==> src/rtl/matrix_op_sequencer.sv <==
// rtl/matrix_op_sequencer.sv - sequences one matrix instruction onto the MatrixALU register bus
// Optional perf counters built when MATRIX_SEQ_PERF_EN is defined.
module matrix_op_sequencer (
    input  logic         Clk,
    input  logic         nReset,
    input  logic         instValid,
    output logic         instReady,
    input  logic [3:0]   instOp,
    input  logic [255:0] instSrc1,
    input  logic [255:0] instSrc2,
    output logic [15:0]  address,
    output logic         nRead,
    output logic         nWrite,
    output logic [255:0] ExeDataOut,
    input  logic [255:0] MatrixDataOut,
    output logic         resValid,
    input  logic         resReady,
    output logic [255:0] resData,
    output logic         resErr,
    output logic [15:0]  opCount,
    output logic [15:0]  busyCycles
);
    typedef enum logic [2:0] {
        S_IDLE, S_WR1, S_WR2, S_EXEC, S_RDRES, S_CAPT, S_ERR, S_DONE
    } state_t;

    localparam logic [3:0] FN_WR1  = 4'd0;
    localparam logic [3:0] FN_WR2  = 4'd1;
    localparam logic [3:0] FN_READ = 4'd2;
    localparam logic [3:0] FN_EXEC = 4'd3;
    localparam logic [3:0] OP_TRANSPOSE = 4'd3;
    localparam logic [3:0] OP_MAX       = 4'd5;

    state_t         state, state_next;
    logic [3:0]     op_q;
    logic [255:0]   src1_q, src2_q;
    logic [255:0]   exe_hold;
    logic [255:0]   res_data_q;
    logic           res_err_q;

    // Ready is suppressed while reset is asserted, even though the state is already IDLE.
    assign instReady = (state == S_IDLE) && nReset;
    assign resValid  = (state == S_DONE);
    assign resData   = res_data_q;
    assign resErr    = res_err_q;

    always_ff @(posedge Clk) begin
        if (!nReset) begin
            state      <= S_IDLE;
            op_q       <= '0;
            src1_q     <= '0;
            src2_q     <= '0;
            exe_hold   <= '0;
            res_data_q <= '0;
            res_err_q  <= 1'b0;
        end else begin
            state <= state_next;
            if (instValid && instReady) begin
                op_q   <= instOp;
                src1_q <= instSrc1;
                src2_q <= instSrc2;
            end
            case (state)
                S_WR1:  exe_hold <= src1_q;
                S_WR2:  exe_hold <= src2_q;
                S_CAPT: begin
                    res_data_q <= MatrixDataOut;
                    res_err_q  <= 1'b0;
                end
                S_ERR: begin
                    res_data_q <= '0;
                    res_err_q  <= 1'b1;
                end
                default: ;
            endcase
        end
    end

    always_comb begin
        state_next = state;
        address    = 16'h0000;
        nRead      = 1'b1;
        nWrite     = 1'b1;
        ExeDataOut = exe_hold;
        case (state)
            S_IDLE: begin
                if (instValid && nReset)
                    state_next = (instOp > OP_MAX) ? S_ERR : S_WR1;
            end
            S_WR1: begin
                address    = {8'h20, op_q, FN_WR1};
                nWrite     = 1'b0;
                ExeDataOut = src1_q;
                state_next = (op_q == OP_TRANSPOSE) ? S_EXEC : S_WR2;
            end
            S_WR2: begin
                address    = {8'h20, op_q, FN_WR2};
                nWrite     = 1'b0;
                ExeDataOut = src2_q;
                state_next = S_EXEC;
            end
            S_EXEC: begin
                address    = {8'h20, op_q, FN_EXEC};
                state_next = S_RDRES;
            end
            S_RDRES: begin
                address    = {8'h20, op_q, FN_READ};
                nRead      = 1'b0;
                state_next = S_CAPT;
            end
            S_CAPT:  state_next = S_DONE;
            S_ERR:   state_next = S_DONE;
            S_DONE: begin
                if (resReady)
                    state_next = S_IDLE;
            end
            default: state_next = S_IDLE;
        endcase
    end

`ifdef MATRIX_SEQ_PERF_EN
    logic [15:0] op_cnt, busy_cnt;

    // Both counters stick at all-ones rather than wrapping.
    always_ff @(posedge Clk) begin
        if (!nReset) begin
            op_cnt   <= '0;
            busy_cnt <= '0;
        end else begin
            if (state == S_DONE && resReady && !res_err_q && op_cnt != 16'hFFFF)
                op_cnt <= op_cnt + 16'd1;
            if (state != S_IDLE && busy_cnt != 16'hFFFF)
                busy_cnt <= busy_cnt + 16'd1;
        end
    end

    assign opCount    = op_cnt;
    assign busyCycles = busy_cnt;
`else
    assign opCount    = 16'h0000;
    assign busyCycles = 16'h0000;
`endif

endmodule
==> config.mk <==
export PLATFORM = sky130hd
export DESIGN_NAME = matrix_op_sequencer
export DESIGN_NICKNAME = d
export VERILOG_FILES = /design/src/rtl/matrix_op_sequencer.sv
export SDC_FILE = /design/constraint.sdc
export NUM_CORES = 2
export LEC_CHECK = 0
export ABC_AREA = 1
export CAP_MARGIN = 20
export CORE_AREA = 2 2 528 530
export DETAILED_ROUTE_END_ITERATION = 8
export DIE_AREA = 0 0 530 532
export DONT_BUFFER_PORTS = 1
export GPL_TIMING_DRIVEN = 0
export PLACE_DENSITY = 0.3
export SETUP_SLACK_MARGIN = 0.3
export SKIP_CTS_REPAIR_TIMING = 1
export SLEW_MARGIN = 20
export SYNTH_ARGS = -nofsm -noshare
export SYNTH_HDL_FRONTEND = slang
export SYNTH_SLANG_ARGS = --single-unit
==> constraint.sdc <==
create_clock -name Clk -period 3.01 [get_ports Clk]
set_clock_uncertainty 0.15 [all_clocks]
set_input_delay 0.301 -clock Clk [delete_from_list [all_inputs] [get_ports Clk]]
set_output_delay 0.301 -clock Clk [all_outputs]
set_load 0.005 [all_outputs]
==> impl_metrics.tcl <==
set metrics [dict create \
    synth_top_area_frac 0.506 \
    die_area_sq_um 282000 \
    rsz0062_at_grt "true" \
    synth_area_sq_um 40800 \
    period_needed_ns 2.88 \
    hpwl_mm 215 \
    async_flop_share 0 \
    drt-total-wl_mm 267 \
    tightest_slew_ns 0.909 \
    p_clk_frac 0.350 \
    status "completed" \
    antenna_left 0 \
    die_w_um 530 \
    critical_path.slowest_cell "dfxtp_4" \
    hold_class "input port to flip-flop" \
    clk_pin_slew_worst_paths_ns 0.06 \
    wl_per_cell_um 25.3 \
    grt_usage 0.177 \
    cp.required_ns 2.56 \
    syn_area_per_cell_sq_um 7.20 \
    grt_first_pass_wirelength_mm 340 \
    htree_num_levels 4 \
    synth_most_common_cell "nand2_1" \
    area_growth_pct 49.0 \
    pwr-share-seq 0.347 \
    hold_viol_final 0 \
    core.rowCount 193 \
    cts_tree "built" \
    drive_above_1_share 0.117 \
    drc_errors 0 \
    powerDensity_nw_per_um2 826 \
    internal_power_uw 31600 \
    period_share 0.958 \
    worstSetupPathType "flip-flop to primary output" \
    vias 42227 \
    synthCells 5667 \
    grt_max_degree 13 \
    synth_seq_cells 1032 \
    synth_cell_type_count 18 \
    via_per_inst 3.99 \
    critPathMaxStageDelay_ns 0.37 \
    arrival_ns 2.43 \
    drt_iter0_markers 2847 \
    cts_max_path_buffers 4 \
    numCtsBuffers 145 \
    comb_power_share 0.303 \
    crit_path_end_kind "primary output" \
    num_io_pins 1341 \
    crit_top_cell "nand2_2" \
    first_global_vias 36623 \
    nets 7470 \
    setup_viol 0 \
    power.net_switching_uw 18700 \
    slew_headroom 0.394 \
    fmax_mhz 347 \
    io_buffers 0 \
    p_sw_frac 0.372 \
    cts_root_buf "clkbuf_16" \
    start_util 0.148 \
    cap_viol_max_count 0 \
    antenna_found_initial 138 \
    cts.sinks 1032 \
    critPathLaunchType "flip-flop" \
    die_y_um 532 \
    coreArea_sq_um 276000 \
    synthFlopType "dfxtp_1" \
    insertion_delay_ns 0.80 \
    vdd_drop_max_mv 0.451 \
    path_cells "inv_6 > nand2_8 > nor2_4 > buf_12 > buf_16 > clkbuf_16 > nand2_2 > nand2_1 > inv_1 > nand2_2" \
    fillers 31102 \
    placedCellCount 9419 \
    p_total_uw 50300 \
    synthTopCellsByCount "nand2_1, nand3_1, dfxtp_1" \
    gp_congestion 0.959 \
    setup_tns_ns 0 \
    seq_area_frac_synth 0.506 \
    synth_edf_count 0 \
    drtPass1Iterations 5 \
    cp_max_fo 8 \
    final_cells 10571 \
    yosys-top-cells-area "dfxtp_1, nand2_1, nand3_1" \
    overflow 0 \
    leakage_uw 0.0261 \
    netlist.top_cell.by_area "dfxtp_1" \
    synth_warnings 0 \
    finalMaxSlewViolations 0 \
]
## worst max-delay path: cells and delay by family (launching register included)
kind,cells,cell delay [ns]
buf+inv,5,0.73
flops,1,0.37
simple gates,5,0.47
## flip-flops by register name, indices dropped and copies added, names as in the netlist
name,flops
src2_q,256
src1_q,256
resData,256
state,3
exe_hold,256
resErr,1
op_q,4
## logic make-up after synthesis
family	count (synthesis)	share of synthesized area
AND/OR/NAND/NOR	3381	0.343
flip-flops	1032	0.506
other	1	0.0000919
AO/OA/AOI/OAI	518	0.0635
buffers and inverters	735	0.0871
## power groups by stage
| stage | combinational, uW | clock, uW | sequential (uW) |
|---|---|---|---|
| after floorplan | 7000 | 0 | 16900 |
| after global placement | 12000 | 0 | 17700 |
| after detailed placement | 12100 | 0 | 17700 |
| after CTS | 12100 | 18200 | 17400 |
| after global routing | 16700 | 18600 | 17700 |
| final | 15200 | 17600 | 17500 |
## per-layer routing
metal  part of all wire  track usage  wire length, um
met5             0.0014            0              368
met4              0.030       0.0563             8100
met3              0.087       0.0678            23100
met2               0.48        0.301           129000
met1               0.40        0.201           106000
## final cells by class
cell class | count | area [sq um] | area share
flip-flops and latches | 1032 | 20700 | 0.340
repair buffers | 840 | 8790 | 0.144
plain buffers | 467 | 3170 | 0.0522
diodes | 70 | 175 | 0.00288
multi-input cells | 3940 | 17600 | 0.289
well taps | 3705 | 4640 | 0.0762
clock buffers | 207 | 4200 | 0.0691
clock inverters | 42 | 551 | 0.00905
inverters | 268 | 1030 | 0.0169
## worst paths after layout
| kind | depth (start not counted) | start | slack (ns) | to |
|---|---|---|---|---|
| worst min register to register | 2 | src1_q[98] | 0.31 | src1_q[98] |
| worst max-delay path | 10 | state[1] | 0.13 | ExeDataOut[128] |
| worst min-delay path | 3 | instSrc2[239] | 0.03 | src2_q[239] |
| worst max register to register | 8 | state[2] | 0.38 | resData[217] |
## cell usage in the layout, fill, tap and decap left out, types with 41 or more instances in the layout
master,instances
dlygate4sd3_1,796
nand2_2,128
nand2_1,2135
diode_2,70
inv_1,229
clkbuf_1,194
buf_6,58
clkbuf_16,161
conb_1,41
buf_4,102
a21oi_1,514
nand3_1,1036
dfxtp_1,1029
nand2_4,59
buf_2,94
## per-stage QoR
stage / hold slack (ns) / area [sq um] / worst slack, ns / util
final: 0.0255 / 60800 / 0.126 / 0.221
after global placement: 0.292 / 45600 / -0.699 / 0.165
after global routing: -0.00717 / 60800 / 0.0205 / 0.220
after detailed placement: 0.294 / 45800 / -0.0778 / 0.166
after CTS: -0.639 / 50500 / -0.994 / 0.183
after floorplan: 0.289 / 41000 / 1.30 / -
No activity file was read; power rests on OpenSTA's default activity.
